### src/rtl/ahb_rr_arbiter.sv
// Round-robin AHB arbiter for three masters. It applies a per-tenure transfer
// quota, supports HLOCK, and parks the bus on DEF_MASTER when nobody requests.
module ahb_rr_arbiter #(
  parameter int QUOTA      = 4,
  parameter int DEF_MASTER = 0
) (
  input  logic       HCLK,
  input  logic       HRESETn,
  input  logic [2:0] HBUSREQ,
  input  logic [2:0] HLOCK,
  input  logic [1:0] HTRANS_S,
  input  logic       HREADY_S,
  output logic [2:0] HGRANT,
  output logic [1:0] HMASTER,
  output logic [1:0] HMASTER_D,
  output logic       HMASTLOCK
);

  localparam int            QW        = $clog2(QUOTA + 1);
  localparam logic [QW-1:0] QUOTA_MAX = QW'(QUOTA);
  localparam logic [1:0]    DEF_IDX   = 2'(DEF_MASTER);
  localparam logic [2:0]    DEF_GRANT = 3'b001 << DEF_IDX;
  localparam logic [1:0]    TR_NONSEQ = 2'b10;
  localparam logic [1:0]    TR_SEQ    = 2'b11;

  typedef enum logic [1:0] {PARK, OWN, LOCK} state_t;

  state_t        state, state_nxt;
  logic [2:0]    grant, grant_nxt;
  logic [1:0]    master, master_d, last_owner;
  logic [1:0]    grant_idx, winner, scan0, scan1, scan2;
  logic [QW-1:0] quota_cnt;
  logic          others_req, keep_owner;

  function automatic logic [1:0] next_idx(input logic [1:0] idx);
    return (idx == 2'd2) ? 2'd0 : idx + 2'd1;
  endfunction

  function automatic logic [2:0] one_hot(input logic [1:0] idx);
    return 3'b001 << idx;
  endfunction

  always_comb begin
    unique case (grant)
      3'b010:  grant_idx = 2'd1;
      3'b100:  grant_idx = 2'd2;
      default: grant_idx = 2'd0;
    endcase
  end

  // Rotating scan starts just past the master most recently loaded into HMASTER.
  always_comb begin
    scan0 = next_idx(last_owner);
    scan1 = next_idx(scan0);
    scan2 = next_idx(scan1);
    if (HBUSREQ[scan0])      winner = scan0;
    else if (HBUSREQ[scan1]) winner = scan1;
    else                     winner = scan2;
    others_req = |(HBUSREQ & ~one_hot(grant_idx));
    keep_owner = HBUSREQ[grant_idx] && ((quota_cnt < QUOTA_MAX) || !others_req);
  end

  always_ff @(posedge HCLK or negedge HRESETn) begin
    if (!HRESETn) begin
      state      <= PARK;
      grant      <= DEF_GRANT;
      master     <= DEF_IDX;
      master_d   <= DEF_IDX;
      quota_cnt  <= '0;
      last_owner <= 2'd2;
    end else if (HREADY_S) begin
      state      <= state_nxt;
      grant      <= grant_nxt;
      master     <= grant_idx;
      master_d   <= master;
      last_owner <= grant_idx;
      if (grant_idx != master)
        quota_cnt <= '0;
      else if (HTRANS_S[1] && (quota_cnt < QUOTA_MAX))
        quota_cnt <= quota_cnt + QW'(1);
    end
  end

  // Starting a locked sequence freezes the grant on that same edge, so a
  // master at its quota cannot lose the bus while it begins a lock.
  always_comb begin
    state_nxt = state;
    grant_nxt = grant;
    if (HREADY_S) begin
      unique case (state)
        LOCK: begin
          if (!HLOCK[master] && (HTRANS_S != TR_SEQ))
            state_nxt = OWN;
        end
        default: begin
          if ((state == OWN) && (HTRANS_S == TR_NONSEQ) && HLOCK[master]) begin
            state_nxt = LOCK;
          end else if (HTRANS_S != TR_SEQ) begin
            if (HBUSREQ == 3'b000) begin
              state_nxt = PARK;
              grant_nxt = DEF_GRANT;
            end else if (keep_owner) begin
              state_nxt = OWN;
            end else begin
              state_nxt = OWN;
              grant_nxt = one_hot(winner);
            end
          end
        end
      endcase
    end
  end

  always_comb begin
    HGRANT    = grant;
    HMASTER   = master;
    HMASTER_D = master_d;
    HMASTLOCK = (state == LOCK);
  end

endmodule

### config.mk
export PLATFORM = sky130hd
export DESIGN_NAME = ahb_rr_arbiter
export DESIGN_NICKNAME = d
export VERILOG_FILES = /design/src/rtl/ahb_rr_arbiter.sv
export SDC_FILE = /design/constraint.sdc
export NUM_CORES = 1
export LEC_CHECK = 0
export BUFFER_PORTS_ARGS = -buffer_cell sky130_fd_sc_hd__buf_2
export CAP_MARGIN = 20
export CORE_MARGIN = 3
export CORE_UTILIZATION = 52
export DETAILED_ROUTE_END_ITERATION = 7
export GPL_ROUTABILITY_DRIVEN = 0
export GPL_TIMING_DRIVEN = 0
export HOLD_SLACK_MARGIN = 0.02
export PLACE_DENSITY = 0.79
export SLEW_MARGIN = 15
export SYNTH_ARGS = -nofsm -noshare
export SYNTH_HDL_FRONTEND = slang
export SYNTH_SLANG_ARGS = --single-unit
### constraint.sdc
create_clock -name HCLK -period 2.5 [get_ports HCLK]
set_input_delay 0.75 -clock HCLK [delete_from_list [all_inputs] [get_ports HCLK]]
set_output_delay 0.75 -clock HCLK [all_outputs]
set_load 0.01 [all_outputs]
==> qor.yml, run 1 <==
clock_tree:
  cts_inserted_buffers: 3
  postCtsSetupBuffers: 0
  cts_resized: 0
  root_buffer: "clkbuf_4"
  htreeDepth: 1
  cts_tree: "yes"
  clock_tree.buffer_depth: 2
  insertion_delay_ns: 0.27
  holdBufCountCts: 0
  clkTransAtPathRegs_ns: 0.08
  cts.sinks: 13
yosys:
  synth_edf_count: 0
  yosysMostFrequentCell: "dfrtp_1"
  synth_area_sq_um: 858
  synth_cell_types: 39
  synth.largest_area_cell: "dfrtp_1"
  synthArstFlopShare_pct: 100
  synth_nets: 106
  avgSynthCellArea_sq_um: 9.13
  synthCells: 94
  dominantRegCellSynth: "dfrtp_1"
  yosysWarnings: 0
  synth_top_area_share_pct: 32.1
  yosysSeqAreaShare_pct: 38.2
  ys_ff_latch: 13
  synth_common_cells: "dfrtp_1, inv_1, o21ai_0"
  synth_area_leaders: "dfrtp_1, dfstp_2, mux2i_1"
timing:
  final.setup.tns_ns: 0
  clock_skew_ns: 0.00250
  worst_slew_pin_slew_ns: 0.553
  min_period_ns: 1.92
  min_period_over_period_pct: 77.0
  hold_violations: 0
  rsz0062_at_grt: "no"
  fmax_mhz: 520
  slew_headroom_pct: 62.8
  holdWs_ns: 0.351
  setup_viol: 0
  drv_slew: 0
setup_path:
  criticalPathCategory: "in2reg"
  worst-r2r-cell-count: 5
  rrSetupSlack_ns: 0.62
  slowest_stage: "or4b_1"
  crit_chain: "buf_6 -> or4b_1 -> o211ai_2 -> a21oi_2 -> o21ai_2 -> mux2_1"
  cp.arrival_ns: 2.13
  cp_max_fo: 9
  cp_slowest_stage_delay_ns: 0.53
  reg2reg_from: "HGRANT[2]$_DFFE_PN0P_"
  r2r_end: "HGRANT[0]$_DFFE_PN1P_"
  cp.required_ns: 2.71
  cp-end-kind: "flop"
  worstSetupStartpointType: "input pin"
job:
  maxCapViolations: 0
floorplan:
  die_x_um: 46.6
  fp.dieH_um: 46.6
  start_util_pct: 56.3
  core_sq_um: 1520
  die_area_sq_um: 2170
  boundaryPins: 19
  rows: 14
final_layout:
  fin_area_sq_um: 980
  n_antenna_cell: 0
  final_util_pct: 64.3
  fin_nets: 126
  layout-drive-gt1-share_pct: 28.3
  area_delta_synth_final_pct: 14.1
routing:
  drc_errors: 0
  viasPerCell: 5.94
  num_vias: 766
  routed_wl_mm: 1.96
  detail_route.wl_per_cell_um: 15.2
  first_pass_iters: 4
  drt-initial-drc-count: 7
  ant_nets: 0
place:
  place_area_sq_um: 953
  dpl.hpwl_mm: 1.46
  io_buffers: 15
power:
  power_density_nw_per_um2: 1050
  ir_worst_vdd_v: 0.000564
  p_leak_uw: 0.000455
global_routing:
  grt_max_degree: 14
  grt_pass1_wl_mm: 3.04
  met3_usage_pct: 5.08
  use_met2_pct: 33.2
  use_met1_pct: 24.5
  grt_pass1_vias: 710
  busiest_layer: "met2"
  grtUsageTotal_pct: 19.7
  antenna_found_initial: 0
  gr-total-overflow: 0
hold_path:
  hold_path.class: "in2async"
status:
  outcome: "completed"
## state kept, by name, summed over array words and instances, names as in the netlist
| name | cells |
|---|---|
| state | 2 |
| quota_cnt | 3 |
| HMASTER | 2 |
| HGRANT | 3 |
| HMASTER_D | 2 |
| last_owner | 1 |
## logic make-up (layout without fill, tap and decap cells)
group	count (synthesis)	count (layout)	synth area share, %
AO/OA/AOI/OAI	32	32	25.7
AND/OR/NAND/NOR	26	26	18.1
buffers and inverters	15	34	8.02
flip-flops	13	13	38.2
multiplexers	7	7	8.60
adder cells (fa/ha/maj)	1	1	1.46
## worst max-delay path by stage
| stage | start | endpoint | depth (start not counted) |
|---|---|---|---|
| after floorplan | HBUSREQ[0] | HGRANT[0]$_DFFE_PN1P_ | 6 |
| after global placement | HBUSREQ[0] | HGRANT[0]$_DFFE_PN1P_ | 6 |
| after detailed placement | HBUSREQ[0] | HGRANT[0]$_DFFE_PN1P_ | 6 |
| after CTS | HBUSREQ[0] | HGRANT[0]$_DFFE_PN1P_ | 6 |
| after global routing | HBUSREQ[2] | HGRANT[0]$_DFFE_PN1P_ | 6 |
| final | HBUSREQ[0] | HGRANT[0]$_DFFE_PN1P_ | 6 |
## metrics by stage
stage,instances,total power (uW),setup WS [ns]
CTS,129,1030,0.569
floorplan,94,740,0.341
detailed placement,125,898,0.277
global placement,125,863,0.298
global route,129,1110,0.454
finish,129,1030,0.575
## layer usage
| layer | wire length (um) | share of wire (%) | vias to the layer above |
|---|---|---|---|
| met5 | 0 | 0 | - |
| met4 | 21 | 1.1 | 0 |
| met3 | 91 | 4.6 | 4 |
| met2 | 950 | 48 | 17 |
| met1 | 898 | 46 | 365 |
| li1 | - | - | 380 |
## critical path: cells and delay by family
kind | cells | cell delay [ns]
AND/OR/NAND/NOR | 1 | 0.53
AO/OA/AOI/OAI | 3 | 0.39
multiplexers | 1 | 0.34
buffers and inverters | 1 | 0.11
## layout by cell type (no fill, tap or decap), types with 2 or more instances in the layout
master	netlist	layout
a21oi_1	5	5
a31oi_1	5	5
and2_1	2	2
buf_2	1	16
clkbuf_1	3	4
clkbuf_4	0	3
dfrtp_1	11	11
dfstp_2	2	2
inv_1	9	9
mux2_2	2	2
mux2i_1	4	4
nand2_1	3	3
nand2b_1	2	2
nand3b_1	4	4
nor2_1	5	5
nor2b_1	3	3
nor3_1	2	2
o21ai_0	7	7
o21ai_1	2	2
o2bb2ai_1	2	2
## where the power goes
part	switching, uW	internal [uW]
Sequential	101	298
Combinational	266	231
Clock	69.4	61.8
Total	436	591
## area by class of cell
class,instances,area (sq um)
plain buffers,6,35.0
well taps,16,20.0
repair buffers,15,75.1
multi-input cells,66,462
fillers,133,544
inverters,9,33.8
clock buffers,4,26.3
flip-flops and latches,13,328
No activity file was read; power rests on OpenSTA's default activity.
==> inputs of run 2 (changes only) <==
- ABC_AREA: not set -> 1
- CORE_UTILIZATION: 52 -> 53
- PLACE_DENSITY: 0.79 -> 0.8
- clock period: 2.5 -> 1.8 ns (I/O delays scaled with it)
==> run 2 against run 1 <==
  * Clock skew up 0.0026 ns
  * Register-to-register slack worse by 0.18 ns
  * First-iteration DRC count up 43%
  * Final area up 6.9%
  * Highest routed layer unchanged
  * Wire length down 7.0%
  * Non-clock buffer count down 1
  * Die area up 3.6%
  * Flip-flop and latch count unchanged
  * Global-route usage down 0.37 points
  * Combinational power up 55%
  * Hold slack worse by 0.23 ns
  * Synthesized cell count up 31%
==> qor.yml, run 2 <==
yosys:
  synthArstFlopShare_pct: 100  # unchanged
  ys_ff_latch: 13  # unchanged
  synth_top_area_share_pct: 30.2  # was 32.1%
  avgSynthCellArea_sq_um: 7.41  # was 9.13 sq um
  synth_nets: 135  # was 106
  yosysMostFrequentCell: "nand2_1"  # was dfrtp_1
  synth_common_cells: "nand2_1, inv_1, dfrtp_1, nor2_1"  # was dfrtp_1, inv_1, o21ai_0
  yosysWarnings: 0  # unchanged
  dominantRegCellSynth: "dfrtp_1"  # unchanged
  synth_cell_types: 29  # was 39
  yosysSeqAreaShare_pct: 36.0  # was 38.2%
  synth_area_leaders: "dfrtp_1, nand2_1, dfstp_2"  # was dfrtp_1, dfstp_2, mux2i_1
  synth.largest_area_cell: "dfrtp_1"  # unchanged
  synthCells: 123  # was 94
  synth_area_sq_um: 911  # was 858 sq um
  synth_edf_count: 0  # unchanged
routing:
  num_vias: 823  # was 766
  drc_errors: 0  # unchanged
  first_pass_iters: 4  # unchanged
  drt-initial-drc-count: 10  # was 7
  detail_route.wl_per_cell_um: 11.3  # was 15.2 um
  viasPerCell: 5.11  # was 5.94
  ant_nets: 0  # unchanged
  routed_wl_mm: 1.82  # was 1.96 mm
setup_path:
  criticalPathCategory: "reg2out"  # was in2reg
  cp.required_ns: 1.26  # was 2.71 ns
  crit_chain: "nor2_2 -> buf_2"  # was buf_6 -> or4b_1 -> o211ai_2 -> a21oi_2 -> o21ai_2 -> mux2_1
  cp.arrival_ns: 1.00  # was 2.13 ns
  cp_slowest_stage_delay_ns: 0.41  # was 0.53 ns
  cp-end-kind: "output pin"  # was flop
  worstSetupStartpointType: "flop"  # was input pin
  slowest_stage: "dfrtp_1"  # was or4b_1
  cp_max_fo: 3  # was 9
final_layout:
  layout-drive-gt1-share_pct: 34.5  # was 28.3%
  final_util_pct: 67.2  # was 64.3%
  final_common_cell: "nand2_1"  # was buf_2
  fin_nets: 158  # was 126
  n_fill_cell: 139  # was 133
  fin_area_sq_um: 1050  # was 980 sq um
  mostFrequentLayoutCells: "nand2_1, buf_2, inv_1, dfrtp_1, nor2_1"  # was buf_2, dfrtp_1, inv_1, o21ai_0
  n_antenna_cell: 0  # unchanged
  area_delta_synth_final_pct: 15.0  # was 14.1%
timing:
  fmax_mhz: 650
  worst_slew_pin_slew_ns: 0.449  # was 0.553 ns
  min_period_over_period_pct: 85.5
  min_period_ns: 1.54
  setup_viol: 0  # unchanged
  final.setup.tns_ns: 0  # unchanged
  clock_skew_ns: 0.00505  # was 0.00250 ns
  slew_headroom_pct: 69.8  # was 62.8%
  rsz0062_at_grt: "no"  # unchanged
  hold_violations: 0  # unchanged
  drv_slew: 0  # unchanged
place:
  dpl.hpwl_mm: 1.46  # about the same
  io_buffers: 18  # was 15
  place_area_sq_um: 1020  # was 953 sq um
floorplan:
  core_sq_um: 1560  # was 1520 sq um
  die_area_sq_um: 2250  # was 2170 sq um
  boundaryPins: 19  # unchanged
  fp.dieH_um: 47.5  # was 46.6 um
  start_util_pct: 58.4  # was 56.3%
  rows: 14  # unchanged
  die_x_um: 47.5  # was 46.6 um
global_routing:
  grt_max_degree: 14  # unchanged
  grt_pass1_wl_mm: 2.94  # was 3.04 mm
  gr-total-overflow: 0  # unchanged
  antenna_found_initial: 0  # unchanged
  grt_pass1_vias: 693  # was 710
  grtUsageTotal_pct: 19.4  # was 19.7%
clock_tree:
  insertion_delay_ns: 0.28  # was 0.27 ns
  root_buffer: "clkbuf_4"  # unchanged
  cts_tree: "yes"  # unchanged
  cts.sinks: 13  # unchanged
  htreeDepth: 1  # unchanged
  postCtsSetupBuffers: 0  # unchanged
  clkTransAtPathRegs_ns: 0.07  # was 0.08 ns
  clock_tree.buffer_depth: 2  # unchanged
  cts_resized: 0  # unchanged
  cts_inserted_buffers: 3  # unchanged
  holdBufCountCts: 0  # unchanged
power:
  finalPower_uw: 1450  # was 1030 uW
  p_leak_uw: 0.000566  # was 0.000455 uW
  ir_worst_vdd_v: 0.000740  # was 0.000564 V
  power_density_nw_per_um2: 1390  # was 1050 nW/um^2
hold_path:
  hold_path.class: "in2async"  # unchanged
status:
  outcome: "completed"  # unchanged
job:
  maxCapViolations: 0  # unchanged
==> run 2: cell types whose count changed in the layout (fill, tap and decap cells not counted), moves of 5 or more <==
cell	change
a31oi_1	-5
nand2_1	+33
nand3_1	+7
inv_1	+5
nand2_2	+7
nor2_1	+6
==> run 2: area by class of cell <==
class | count | area (sq um) | share of cell area, %
inverter | 18 | 70.1 | 6.69
sequential | 13 | 328 | 31.3
tap | 16 | 20.0 | 1.91
multi-input combinational | 90 | 494 | 47.2
buffer | 2 | 18.8 | 1.79
clock buffer | 4 | 26.3 | 2.51
timing repair buffer | 18 | 90.1 | 8.60
==> run 2: worst paths after layout <==
path | startpoint | endpoint | slack, ns | cells past startpoint
hold / removal | HRESETn | HMASTER_D[0]$_DFFE_PN0P_ | 0.12 | 1
max in group asynchronous | HRESETn | HGRANT[0]$_DFFE_PN1P_ | 1.39 | 1
hold reg to reg | HMASTER_D[1]$_DFFE_PN0P_ | HMASTER_D[1]$_DFFE_PN0P_ | 0.47 | 2
setup reg to reg | HGRANT[0]$_DFFE_PN1P_ | HGRANT[2]$_DFFE_PN0P_ | 0.44 | 8
min in group HCLK | HMASTER_D[1]$_DFFE_PN0P_ | HMASTER_D[1]$_DFFE_PN0P_ | 0.47 | 2
setup / recovery | state[0]$_DFFE_PN0P_ | HMASTLOCK | 0.26 | 2
==> run 2: metrics by stage <==
stage | worst slack, ns | cells | hold slack [ns]
after global routing | 0.203 | 161 | 0.132
after global placement | 0.340 | 157 | 0.437
after detailed placement | 0.318 | 157 | 0.439
final | 0.261 | 161 | 0.124
after floorplan | 0.541 | 123 | 0.244
after CTS | 0.268 | 161 | 0.132
==> run 2: power breakdown <==
part           internal (uW)  leakage [uW]  switching, uW
clock network           86.2     0.0000150           92.5
logic                    305      0.000387            465
registers                406      0.000164           99.7
==> run 2: routing by layer <==
layer / track usage [%] / vias up / wire (um)
met1: 25.5 / 369 / 837
met5: 0 / - / 0
met3: 6.77 / 5 / 109
li1: - / 429 / -
met4: 9.94 / 0 / 36
met2: 28.1 / 20 / 839
==> run 2: worst max-delay path: cells and delay by family (launching register included) <==
family | cells | cell delay, ns
DFF | 1 | 0.41
and+or+nand+nor | 1 | 0.16
buffers and inverters | 1 | 0.15
==> run 2: kinds of logic (layout without fill, tap and decap cells) <==
logic type | count (synthesis) | count (layout) | share of synthesized area [%]
buffers and inverters | 20 | 42 | 9.75
adder cells (fa/ha/maj) | 1 | 1 | 1.37
AO/OA/AOI/OAI | 15 | 15 | 12.2
flip-flops | 13 | 13 | 36.0
XOR/XNOR | 3 | 3 | 2.89
AND/OR/NAND/NOR | 71 | 71 | 37.8
